**config.mk**
```make
export PLATFORM = sky130hd
export DESIGN_NAME = accum_frame_n
export DESIGN_NICKNAME = d
export VERILOG_FILES = /design/src/rtl/accum_frame_n.sv
export SDC_FILE = /design/constraint.sdc
export NUM_CORES = 1
export LEC_CHECK = 0
export ABC_AREA = 1
export CORE_ASPECT_RATIO = 0.9
export CORE_UTILIZATION = 55
export DETAILED_ROUTE_END_ITERATION = 12
export GPL_TIMING_DRIVEN = 0
export PLACE_DENSITY = 0.84
export SLEW_MARGIN = 20
export SYNTH_ARGS = -nofsm -noshare
export SYNTH_HDL_FRONTEND = slang
export SYNTH_SLANG_ARGS = --single-unit
```
**constraint.sdc**
```tcl
create_clock -name Clock -period 3.7 [get_ports Clock]
set_input_delay 0.74 -clock Clock [delete_from_list [all_inputs] [get_ports Clock]]
set_output_delay 0.74 -clock Clock [all_outputs]
set_load 0.01 [all_outputs]
```
**src/rtl/accum_frame_n.sv**
```systemverilog
// accum_frame_n: frame accumulator over a valid/ready operand stream.
// A frame starts with a start pulse in IDLE. The block then sums len
// two's-complement operands into an N-bit running sum, using the n-bit
// add/carry/overflow rule of the adder stages. cout and overflow are
// sticky across the frame. The result is held in DONE until the consumer
// takes it.
// Optional feature: define ACCUM_SAT_EN to clamp the sum on signed
// overflow instead of letting it wrap.
module accum_frame_n #(
    parameter int N     = 16,
    parameter int LEN_W = 8
) (
    input  logic             Clock,
    input  logic             Resetn,
    input  logic             start,
    input  logic [LEN_W-1:0] len,
    input  logic             in_valid,
    output logic             in_ready,
    input  logic [N-1:0]     x,
    output logic             out_valid,
    input  logic             out_ready,
    output logic [N-1:0]     sum,
    output logic             cout,
    output logic             overflow,
    output logic             busy
);

    typedef enum logic [1:0] {
        IDLE = 2'd0,
        ACC  = 2'd1,
        DONE = 2'd2
    } state_t;

    // Result word: the running sum together with its sticky flags.
    typedef struct packed {
        logic [N-1:0] sum;
        logic         cout;
        logic         ovf;
    } res_t;

    localparam logic [N-1:0] SMAX = {1'b0, {(N-1){1'b1}}};
    localparam logic [N-1:0] SMIN = {1'b1, {(N-1){1'b0}}};

    state_t           state;
    res_t             res_q;
    res_t             step;
    logic [LEN_W-1:0] len_q;
    logic [LEN_W-1:0] count;
    logic [N:0]       wide;
    logic             step_ovf;
    logic             accept;
    logic             last;

    // Compute one accumulation step: widened add, signed-overflow detect, sticky merge.
    always_comb begin
        wide     = {1'b0, res_q.sum} + {1'b0, x};
        // The sum overflows when both operands have the same sign and the result sign differs.
        step_ovf = (res_q.sum[N-1] == x[N-1]) && (wide[N-1] != res_q.sum[N-1]);
        step.sum = wide[N-1:0];
`ifdef ACCUM_SAT_EN
        // Clamp toward the operand's sign. The carry still reflects the unclamped add.
        if (step_ovf) begin
            step.sum = x[N-1] ? SMIN : SMAX;
        end
`endif
        step.cout = res_q.cout | wide[N];
        step.ovf  = res_q.ovf | step_ovf;
    end

    // Handshake and last-operand decode. in_ready is only ever high in ACC.
    // len_q is nonzero in ACC, so count+1 never wraps past len_q.
    always_comb begin
        accept = in_ready & in_valid;
        last   = ((count + LEN_W'(1)) == len_q);
    end

    // Frame control FSM with registered handshake outputs and result.
    always_ff @(posedge Clock or negedge Resetn) begin
        if (!Resetn) begin
            state     <= IDLE;
            res_q     <= '0;
            len_q     <= '0;
            count     <= '0;
            in_ready  <= 1'b0;
            out_valid <= 1'b0;
            busy      <= 1'b0;
        end else begin
            case (state)
                IDLE: begin
                    if (start) begin
                        len_q <= len;
                        res_q <= '0;
                        count <= '0;
                        busy  <= 1'b1;
                        if (len == '0) begin
                            state     <= DONE;
                            out_valid <= 1'b1;
                        end else begin
                            state    <= ACC;
                            in_ready <= 1'b1;
                        end
                    end
                end
                ACC: begin
                    if (accept) begin
                        res_q <= step;
                        count <= count + LEN_W'(1);
                        if (last) begin
                            state     <= DONE;
                            in_ready  <= 1'b0;
                            out_valid <= 1'b1;
                        end
                    end
                end
                DONE: begin
                    // Hold the result until the consumer takes it. The values stay
                    // visible in IDLE until the next start clears them.
                    if (out_ready) begin
                        state     <= IDLE;
                        out_valid <= 1'b0;
                        busy      <= 1'b0;
                    end
                end
                default: begin
                    state     <= IDLE;
                    in_ready  <= 1'b0;
                    out_valid <= 1'b0;
                    busy      <= 1'b0;
                end
            endcase
        end
    end

    // Drive the result outputs.
    always_comb begin
        sum      = res_q.sum;
        cout     = res_q.cout;
        overflow = res_q.ovf;
    end

endmodule

```
==> results by group <==
Clock tree
  • Later-pin clock latency in the skew report: 0.31 ns
  • Post-CTS Setup Inserts: 0
  • Root Driver: clkbuf_8
  • CTS tree: done
  • Clk pin slew, worst setup/hold paths: 0.09 ns
  • # hold bufs at CTS: 0
  • CTS sink cnt: 39
  • Clock buffer depth: 2
  • TritonCTS buffer count: 5
  • H-tree levels: 2
  • Post-CTS Resized: 0

Power
  • Share of power burned in the clock network: 14.4%
  • Internal power: 1.13 mW
  • Power Density: 605 nW/um^2
  • Leakage: 1.66 nW
  • Net Sw Frac: 43.7%
  • Max VDD drop: 0.392 mV
  • P_sw: 0.879 mW
  • Reg power frac: 33.3%
  • Logic pwr share: 52.3%
  • Final Power: 2.01 mW

Synth
  • Netlist cell types: 30
  • Synth Instances: 377
  • Top cells by count, synth: nand2_1 (121), dfrtp_1 (39), inv_1 (37)
  • Average size of a mapped cell: 7.07 sq um
  • Synth async-reset ratio: 100%
  • Yosys warns: 0
  • Synthesized Nets: 424
  • Synth top area share: 36.6%
  • Synth Register Bits: 39
  • Largest cells by area after synthesis: dfrtp_1 (37%), nand2_1 (17%), ha_1 (8.0%), nand3_1 (5.8%), inv_1 (5.2%)
  • Cell taking the most area after synthesis: dfrtp_1
  • Count leader, synth: nand2_1
  • Area of the mapped netlist: 2660 sq um
  • Number of flops mapped to enable cells by yosys: 0
  • Main synth FF type: dfrtp_1
  • Seq/Total Area, Yosys: 36.6%

Place
  • Area after DPL: 3250 sq um
  • DP Wirelength: 5.12 mm
  • Routability Congestion: 0.887
  • Dpl ws: 0.927 ns
  • Number of port buffers: 49

Global routing
  • Total GRT Usage: 28.6%
  • Initial antenna violation count: 0
  • GRT overflow: 0
  • Number of global-route vias before repair: 2330
  • First-pass GRT wire length: 10.9 mm
  • Pin count of the biggest net entering global routing: 32

STA
  • Unrepaired setup endpoints after global routing: no
  • Max-slew violations: 0
  • Final period util: 67.7%
  • Number of failing hold endpoints at the final stage: 0
  • Least-Margin Pin Slew: 0.445 ns
  • Max transition margin: 70.3%
  • Sum Neg Setup Slack: 0 ns
  • Final worst slack: 1.20 ns
  • Tmin final: 2.50 ns
  • Final setup fails: 0
  • Layout Skew: 0.0120 ns
  • Fmax: 399 MHz

Setup path
  • Worst Path Max Fanout: 4
  • Worst setup EP type: flop
  • Crit start category: input port
  • Crit path required time: 3.87 ns
  • Crit path DAT: 2.68 ns
  • Setup CP Type: input port to flop
  • R2R cell count: 10

Drt
  • Vias per cell: 5.35
  • DR vias: 2659
  • Remaining DRCs: 0
  • Antenna-violating nets left: 0
  • Detailed-route wire length per cell: 13.1 um
  • Routed Wire Length: 6.52 mm
  • Iter 0 DRT Violations: 210
  • DRT Pass-1 Iters: 4

Floorplan
  • DIE AREA: 5130 sq um
  • Chip Height: 68.0 um
  • Site Rows: 23
  • Starting Density: 58.6%
  • Core area: 4550 sq um
  • Chip Width: 75.4 um
  • Boundary Pins: 50

Min path
  • Worst hold path class: input port to asynchronous set/reset pin

Finish
  • Share of layout cells above drive strength 1: 8.28%
  • Ant diodes: 0
  • Final instance area: 3330 sq um
  • # fillers: 383
  • P&R area growth vs syn: 24.9%
  • Nets@finish: 481
  • Core Util, Final: 73.2%

Outcome
  • Status: finished clean

Run
  • Max Cap Viol: 0
## kinds of logic (layout without fill, tap and decap cells)
logic type	count (synthesis)	after routing	share of synthesized area [%]
and+or+nand+nor	205	205	33.8
AOI/OAI and AO/OA	65	65	13.4
buffers and inverters	49	107	7.09
DFF	39	39	36.6
adders and majority gates	18	18	8.74
xor gates and xnor gates	1	1	0.329
## worst max-delay path: stages
cell and delay, ns:
clkdlybuf4s50_1 0.42, ha_1 0.23, fa_1 0.44, nand2_1 0.11, nand3_1 0.07, o21ai_1 0.16, o21ai_1 0.17, nand4_1 0.10
nand2_1 0.05, a21oi_1 0.13, nor2_1 0.05
## per-layer routing
metal / vias up / share of wire [%] / global-route usage (%)
met4: 0 / 1.2 / 8.33
met1: 1220 / 47 / 40.9
met2: 84 / 45 / 43.4
li1: 1348 / - / -
met5: - / 0 / 0
met3: 7 / 6.5 / 6.19
## final timing paths
kind	start	endpoint	slack (ns)
worst max-delay path	x[0]	cout	1.20
worst min-delay path	Resetn	sum[8]	0.28
worst max register to register	sum[0]	cout	1.66
worst min register to register	out_valid	out_valid	0.51
max in group asynchronous	Resetn	overflow	2.97
min in group Clock	out_valid	out_valid	0.51
## power groups by stage
stage / clock network [mW] / logic [mW] / registers, mW
after floorplan: 0 / 0.650 / 0.690
after global placement: 0 / 1.01 / 0.669
after detailed placement: 0 / 1.04 / 0.674
after CTS: 0.290 / 1.05 / 0.668
after global routing: 0.310 / 1.18 / 0.686
final: 0.290 / 1.05 / 0.670
## area by class of cell
type,instances,area (sq um),area share [%]
flip-flops and latches,39,976,29.3
plain buffers,5,23.8,0.714
repair buffers,50,505,15.2
inverters,44,165,4.96
well taps,62,77.6,2.33
clock buffers,7,76.3,2.29
multi-input cells,289,1500,45.0
clock inverters,1,5.00,0.150
## metrics by stage
stage	instances	hold WS, ns
after floorplan	377	0.444
after global placement	488	0.453
final	497	0.284
after detailed placement	489	0.492
after CTS	497	0.298
after global routing	497	0.300
## flip-flops by register name (all words and copies together) (netlist names)
| register | flops |
|---|---|
| cout | 1 |
| in_ready | 1 |
| busy | 1 |
| len_q | 8 |
| out_valid | 1 |
| count | 8 |
| overflow | 1 |
| state | 2 |
| sum | 16 |
## cell usage in the layout, fill, tap and decap left out, types with 15 or more instances in the layout
master / count
nand2_1: 121
clkdlybuf4s50_1: 48
dfrtp_1: 39
inv_1: 37
nand3_1: 31
nor2_1: 23
a21oi_1: 21
o21ai_1: 17
ha_1: 17
o21ai_0: 15
(Power assumes the default switching activity.)
